--- config.mk ---
export PLATFORM = sky130hd
export DESIGN_NAME = ring_osc_meas_ctrl
export DESIGN_NICKNAME = d
export VERILOG_FILES = /design/src/rtl/ring_osc_meas_ctrl.sv
export SDC_FILE = /design/constraint.sdc
export NUM_CORES = 1
export LEC_CHECK = 0
export BUFFER_PORTS_ARGS = -buffer_cell sky130_fd_sc_hd__buf_4
export CAP_MARGIN = 20
export CORE_AREA = 4 4 99 101
export CTS_CLUSTER_DIAMETER = 100
export CTS_CLUSTER_SIZE = 25
export DETAILED_ROUTE_END_ITERATION = 16
export DIE_AREA = 0 0 103 105
export PLACE_DENSITY = 0.76
export SLEW_MARGIN = 25
export SYNTH_ARGS = -nofsm -noshare
export SYNTH_HDL_FRONTEND = slang
export SYNTH_SLANG_ARGS = --single-unit
export TNS_END_PERCENT = 100
--- constraint.sdc ---
create_clock -name clk -period 3.2 [get_ports clk]
set_clock_uncertainty 0.1 [all_clocks]
set_input_delay 0.64 -clock clk [delete_from_list [all_inputs] [get_ports clk]]
set_output_delay 0.64 -clock clk [all_outputs]
set_load 0.05 [all_outputs]
--- src/rtl/ring_osc_meas_ctrl.sv ---
// ring_osc_meas_ctrl: clk-domain sequencer for a tapped ring oscillator and its
// osc-clocked edge counter. It selects a tap, opens a gate window, lets the
// counter freeze, captures the held count with a two-sample agreement check,
// and presents each result on a valid/ready port. It handles a single tap or
// sweeps taps 0..7.
// Optional feature macro RING_OSC_MEAS_MINMAX_EN adds stat_min/stat_max
// tracking of error-free accepted counts.
module ring_osc_meas_ctrl #(
    parameter int CNT_W   = 15,
    parameter int WIN_W   = 16,
    parameter int SETTLE  = 4,
    parameter int MAX_TRY = 4
) (
    input  logic             clk,
    input  logic             rst_n,
    input  logic             start,
    input  logic             abort,
    input  logic             sweep,
    input  logic [2:0]       tap_cfg,
    input  logic [WIN_W-1:0] win_len,
    output logic             osc_en,
    output logic [2:0]       osc_tap,
    input  logic [CNT_W-1:0] osc_count,
    output logic             busy,
    output logic             done,
    output logic             res_valid,
    input  logic             res_ready,
    output logic [2:0]       res_tap,
    output logic [CNT_W-1:0] res_count,
    output logic             res_err
`ifdef RING_OSC_MEAS_MINMAX_EN
    ,
    output logic [CNT_W-1:0] stat_min,
    output logic [CNT_W-1:0] stat_max
`endif
);

    localparam int TRY_W = $clog2(MAX_TRY + 1);
    localparam logic [WIN_W-1:0] SETTLE_LAST = WIN_W'(SETTLE - 1);
    localparam logic [TRY_W-1:0] TRY_LAST    = TRY_W'(MAX_TRY - 1);

    typedef enum logic [2:0] {
        S_IDLE,
        S_ARM,
        S_GATE,
        S_HOLD,
        S_CAPTURE,
        S_PRESENT
    } state_t;

    state_t             state_reg;
    logic               sweep_reg;
    logic [WIN_W-1:0]   win_reg;
    logic [WIN_W-1:0]   cnt_reg;
    logic [CNT_W-1:0]   s0_reg;
    logic [TRY_W-1:0]   try_reg;

    // A new run is accepted only from IDLE and only when not aborted;
    // a result is accepted on the handshake unless abort overrides it.
    logic start_acc;
    logic hs_acc;
    assign start_acc = (state_reg == S_IDLE) && start && !abort;
    assign hs_acc    = (state_reg == S_PRESENT) && res_valid && res_ready && !abort;

    // Measurement sequencer: all control outputs are registered here.
    always_ff @(posedge clk or negedge rst_n) begin
        if (!rst_n) begin
            state_reg <= S_IDLE;
            sweep_reg <= 1'b0;
            win_reg   <= '0;
            cnt_reg   <= '0;
            s0_reg    <= '0;
            try_reg   <= '0;
            osc_en    <= 1'b0;
            osc_tap   <= 3'd0;
            busy      <= 1'b0;
            done      <= 1'b0;
            res_valid <= 1'b0;
            res_tap   <= 3'd0;
            res_count <= '0;
            res_err   <= 1'b0;
        end else begin
            done <= 1'b0;
            if (state_reg != S_IDLE && abort) begin
                // Abort: drop everything, keep osc_tap, no done pulse.
                state_reg <= S_IDLE;
                osc_en    <= 1'b0;
                res_valid <= 1'b0;
                busy      <= 1'b0;
                cnt_reg   <= '0;
                try_reg   <= '0;
            end else begin
                case (state_reg)
                    S_IDLE: begin
                        if (start_acc) begin
                            sweep_reg <= sweep;
                            win_reg   <= (win_len == '0) ? WIN_W'(1) : win_len;
                            osc_tap   <= sweep ? 3'd0 : tap_cfg;
                            busy      <= 1'b1;
                            cnt_reg   <= '0;
                            state_reg <= S_ARM;
                        end
                    end
                    S_ARM: begin
                        if (cnt_reg == SETTLE_LAST) begin
                            cnt_reg   <= '0;
                            osc_en    <= 1'b1;
                            state_reg <= S_GATE;
                        end else begin
                            cnt_reg <= cnt_reg + 1'b1;
                        end
                    end
                    S_GATE: begin
                        if (cnt_reg == win_reg - 1'b1) begin
                            cnt_reg   <= '0;
                            osc_en    <= 1'b0;
                            state_reg <= S_HOLD;
                        end else begin
                            cnt_reg <= cnt_reg + 1'b1;
                        end
                    end
                    S_HOLD: begin
                        if (cnt_reg == SETTLE_LAST) begin
                            cnt_reg   <= '0;
                            try_reg   <= '0;
                            state_reg <= S_CAPTURE;
                        end else begin
                            cnt_reg <= cnt_reg + 1'b1;
                        end
                    end
                    S_CAPTURE: begin
                        // First cycle takes s0; each later cycle compares s0
                        // against the fresh sample (s1) until they agree.
                        if (cnt_reg == '0) begin
                            s0_reg  <= osc_count;
                            cnt_reg <= WIN_W'(1);
                        end else if (s0_reg == osc_count) begin
                            res_count <= osc_count;
                            res_err   <= 1'b0;
                            res_tap   <= osc_tap;
                            res_valid <= 1'b1;
                            cnt_reg   <= '0;
                            state_reg <= S_PRESENT;
                        end else if (try_reg == TRY_LAST) begin
                            res_count <= osc_count;
                            res_err   <= 1'b1;
                            res_tap   <= osc_tap;
                            res_valid <= 1'b1;
                            cnt_reg   <= '0;
                            state_reg <= S_PRESENT;
                        end else begin
                            s0_reg  <= osc_count;
                            try_reg <= try_reg + 1'b1;
                        end
                    end
                    S_PRESENT: begin
                        if (hs_acc) begin
                            res_valid <= 1'b0;
                            if (sweep_reg && osc_tap != 3'd7) begin
                                osc_tap   <= osc_tap + 3'd1;
                                cnt_reg   <= '0;
                                state_reg <= S_ARM;
                            end else begin
                                done      <= 1'b1;
                                busy      <= 1'b0;
                                state_reg <= S_IDLE;
                            end
                        end
                    end
                    default: begin
                        state_reg <= S_IDLE;
                        osc_en    <= 1'b0;
                        res_valid <= 1'b0;
                        busy      <= 1'b0;
                    end
                endcase
            end
        end
    end

`ifdef RING_OSC_MEAS_MINMAX_EN
    // Running min/max of error-free accepted counts, re-seeded at each start.
    always_ff @(posedge clk or negedge rst_n) begin
        if (!rst_n) begin
            stat_min <= '0;
            stat_max <= '0;
        end else if (start_acc) begin
            stat_min <= '1;
            stat_max <= '0;
        end else if (hs_acc && !res_err) begin
            if (res_count < stat_min) stat_min <= res_count;
            if (res_count > stat_max) stat_max <= res_count;
        end
    end
`endif

endmodule
* After elaboration in Yosys (flattened, before gate mapping)
Index checks and enable logic that the tools add are counted.
Word-level totals: register bits after elaboration 80, output and inout port bits 26
Operators by class: bitwise logic cells 2, multiplexer cells 60, equality and inequality tests 30, reductions and logical operators 30, $add $sub $neg 4
Operators by type and width (number):
- $mux 16 | 10
- $pmux 16 s5 | 1
- $mux 15 | 5
- $mux 3 | 20
- $logic_not 16->1 | 2
- $ne 3x3->1 const B | 8
- $mux 1 | 18
- $pmux 3 s6 | 1
- $add 16x1->16 const B | 1
- $eq 16x16->1 | 1
- $eq 16x2->1 const B | 1
- $reduce_and 4->1 | 4
- $sub 16x1->16 const B | 1
- $eq 15x15->1 | 1
- $reduce_and 5->1 | 3
- $pmux 3 s2 | 2
- $reduce_or 4->1 | 3
- $eq 3x2->1 const B | 3
- $pmux 1 s3 | 3
- $ne 2x1->1 const B | 4
- $ne 2x2->1 const B | 4
- $logic_and 1x1->1 | 7
- $reduce_and 7->1 | 1
- $add 3x1->3 const B | 2
- other kinds (14) | 20

* Longest topological paths before layout
depth after elaboration 7, mapped depth 11

* Least setup slack after synthesis
No wires, ideal clock.
path kind reg-to-reg, from register win_reg[0], to register cnt_reg[13], arrival time 2722 ps, library setup time 132 ps, stages on the path, launching flop included 12, path slack 246 ps, path through dfrtp_1 -> inv_1 -> ha_1 -> or4b_1 -> o31ai_1 -> nand4_1 -> or4_1 -> nor4_4 -> a21oi_2 -> buf_6 -> o21ai_2 -> o211ai_1
Between the ends: cells in the longest elaborated chain, start to end 5
RTL lines:
- from (decl) | line 53 | logic [WIN_W-1:0] win_reg;
- from (signal assigned) | line 97 | win_reg <= (win_len == '0) ? WIN_W'(1) : win_len;
- $sub 16x1->16 | line 114 | if (cnt_reg == win_reg - 1'b1) begin
- $eq 16x16->1 | line 114
- $mux 16 | line 114
- $pmux 16 s5 | line 93 | case (state_reg)
- $mux 16 | line 84 | if (state_reg != S_IDLE && abort) begin
- to (signal assigned) | line 110 | cnt_reg <= cnt_reg + 1'b1;
- to (signal assigned) | line 119 | cnt_reg <= cnt_reg + 1'b1;
- to (signal assigned) | line 128 | cnt_reg <= cnt_reg + 1'b1;
- to (decl) | line 54 | logic [WIN_W-1:0] cnt_reg;
Every way passes these cells. A chain may end at the register's enable or synchronous reset.

* Worst setup path after layout
from register win_reg[0], to register cnt_reg[14]
Same word-level chain as after synthesis.

==> impl_metrics.yaml <==
worst_setup_path:
  reg2reg_depth: 11
  critPathKind: "flip-flop to flip-flop"
  endpoint_kind: "flip-flop"
  cp-start-kind: "flip-flop"
  reg2reg_to: "cnt_reg[14]"
  rrSetupSlack_ns: 0.13
  arrival_ns: 3.20
  r2r_start: "win_reg[0]"
  path_max_fanout: 8
  required_ns: 3.33
sta:
  whs_ns: 0.206
  setup_tns_ns: 0
  rsz0062_at_grt: "true"
  finalMaxSlewViolations: 0
  layout_min_cycle_time_ns: 3.07
  timing.max_slew.rel_slack_pct: 50.5
  timing.fmax_ghz: 0.326
  setup-violations-final: 0
  worst_pin_slew_ns: 0.743
  timing.final.crit_share_pct: 95.9
  finalHoldViolCount: 0
detailed_routing:
  first_pass_iters: 4
  ant_nets: 0
  vias: 3713
  drt-total-wl_mm: 10.3
  dr.first_iter.drc_count: 172
  routed_via_density: 5.80
  wl_per_cell_microns: 16.1
  drcViolationCount: 0
pwr:
  power_density_mw_per_mm2: 639
  ir_drop_v: 0.000416
  power.leakage_nw: 2.64
synth:
  synth_area_leader_cell: "dfrtp_1"
  seq_area_frac_synth_pct: 43.6
  ys.flop_type: "dfrtp_1"
  ys_ff_latch: 80
  avgSynthCellArea_sq_um: 10.1
  synth-edff-count: 0
  synth_cell_types: 58
  synth_most_common_cell: "dfrtp_1"
  ys_warn_count: 0
  yosys-top-cells-count: "80 x dfrtp_1, 52 x mux2_2, 48 x nand2_1"
  synth_fp_nets: 504
  ys_top_cells_by_area: "dfrtp_1 44%, mux2_2 13%, nand2_1 3.9%"
  syn-cell-area_sq_mm: 0.00459
  synth_cells: 457
  synthArstFlopShare_pct: 100
  yosys.area.top_type_share_pct: 43.6
place:
  dp_hpwl_mm: 7.65
  numPortBuffers: 65
  gp_congestion: 0.850
  placed_area_sq_mm: 0.00520
clock_network:
  clk_path_buf_depth: 2
  htree_levels: 3
  insertion_delay_ns: 0.36
  tritoncts: "built"
  clk_pin_slew_ns: 0.09
  numClockSinks: 80
  root_buffer: "clkbuf_8"
  cts_buffers: 9
floorplan:
  die_y_microns: 105
  die_area_sq_mm: 0.0108
  io_pins: 66
  core_sq_mm: 0.00902
  start_util_pct: 50.9
  row_count: 35
  die_w_microns: 103
global_routing:
  grt_pass1_vias: 3674
  grt_pass1_wl_mm: 17.4
  globalRouteOverflowTotal: 0
  grt_max_degree: 81
  grt_use_total_pct: 19.9
  antenna_found_initial: 0
layout:
  final_nets: 571
  layout-drive-gt1-share_pct: 32.3
  finish.utilization_pct: 60.8
  area_growth_pct: 19.4
  fin_area_sq_mm: 0.00549
  diodes: 0
outcome:
  status: "completed"
job:
  max_cap_viol_count: 0
worst_hold_path:
  hp-class: "input pin to async pin"
-- worst max-delay path: stages, from the launching register on --
cell	delay, ns
dfrtp_1	0.40
inv_1	0.08
ha_1	0.16
or4b_4	0.51
o31ai_2	0.24
nand4_1	0.10
or4_4	0.45
nor4_4	0.36
a21oi_4	0.15
buf_6	0.17
o21ai_2	0.11
o211ai_1	0.11
-- where the power goes --
part	internal [mW]	total (mW)	switching, mW
combinational	0.538	1.22	0.684
clock	0.457	0.877	0.420
sequential	1.18	1.41	0.229
-- kinds of logic (layout without fill, tap and decap cells) --
| family | count (synthesis) | after routing | share of synthesized area, % |
|---|---|---|---|
| buf+inv | 41 | 113 | 3.70 |
| mux | 55 | 55 | 13.4 |
| simple gates | 164 | 164 | 19.4 |
| fa+ha+maj | 8 | 8 | 2.12 |
| xor+xnor | 31 | 31 | 5.91 |
| flops | 80 | 80 | 43.6 |
| compound gates | 78 | 78 | 11.9 |
-- cell usage in the layout, fill, tap and decap left out, types with 10 or more instances in the layout --
cell,count
nor2_1,28
xnor2_1,19
nand2_1,48
buf_4,78
dfrtp_1,80
mux2_2,52
o21ai_0,21
a21oi_1,16
nor2b_1,11
xor2_1,12
nor3_1,12
inv_1,17
nor4_1,10
-- timing repair --
| item | 4_1_cts | 5_1_grt |
|---|---|---|
| hold endpoints to repair | 0 | 0 |
| endpoints found under the setup margin | 11 | 14 |
| gates resized for setup | 2 | 3 |
| pin swaps | 1 | 2 |
| setup buffers | 0 | 3 |
| hold buffers | 0 | 0 |
-- final cells by class --
| cell class | instances | area, sq um |
|---|---|---|
| clock buffers | 9 | 124 |
| clock inverters | 7 | 109 |
| fillers | 745 | 3530 |
| inverters | 17 | 63.8 |
| multi-input cells | 336 | 2440 |
| flip-flops and latches | 80 | 2000 |
| well taps | 111 | 139 |
| repair buffers | 80 | 608 |
-- through the flow --
step           setup slack [ns]  total power, mW  instances
4_1_cts                 0.00336             3.50        637
6_report                  0.131             3.51        640
3_5_place_dp             -0.106             2.61        621
3_3_place_gp             0.0930             2.57        621
2_1_floorplan             0.246             2.24        457
5_1_grt                 -0.0393             3.71        640
-- worst max-delay path by stage --
| stage | startpoint | end | slack [ns] | depth (start not counted) |
|---|---|---|---|---|
| finish | win_reg[0] | cnt_reg[14] | 0.13 | 11 |
| detailed placement | win_reg[0] | cnt_reg[14] | -0.11 | 11 |
| global placement | win_reg[0] | cnt_reg[13] | 0.09 | 11 |
| CTS | win_reg[0] | cnt_reg[14] | 0.003 | 11 |
| floorplan | win_reg[0] | cnt_reg[13] | 0.25 | 11 |
| global route | win_reg[1] | cnt_reg[14] | -0.04 | 11 |
-- metal layers --
| metal | vias to the layer above | share of wire [%] | GRT usage (%) |
|---|---|---|---|
| li1 | 1765 | - | - |
| met1 | 1835 | 44 | 26.9 |
| met2 | 91 | 50 | 31.0 |
| met3 | 22 | 4.7 | 5.07 |
| met4 | 0 | 1.8 | 6.38 |
| met5 | - | 0 | 0 |
(Power assumes the default switching activity.)
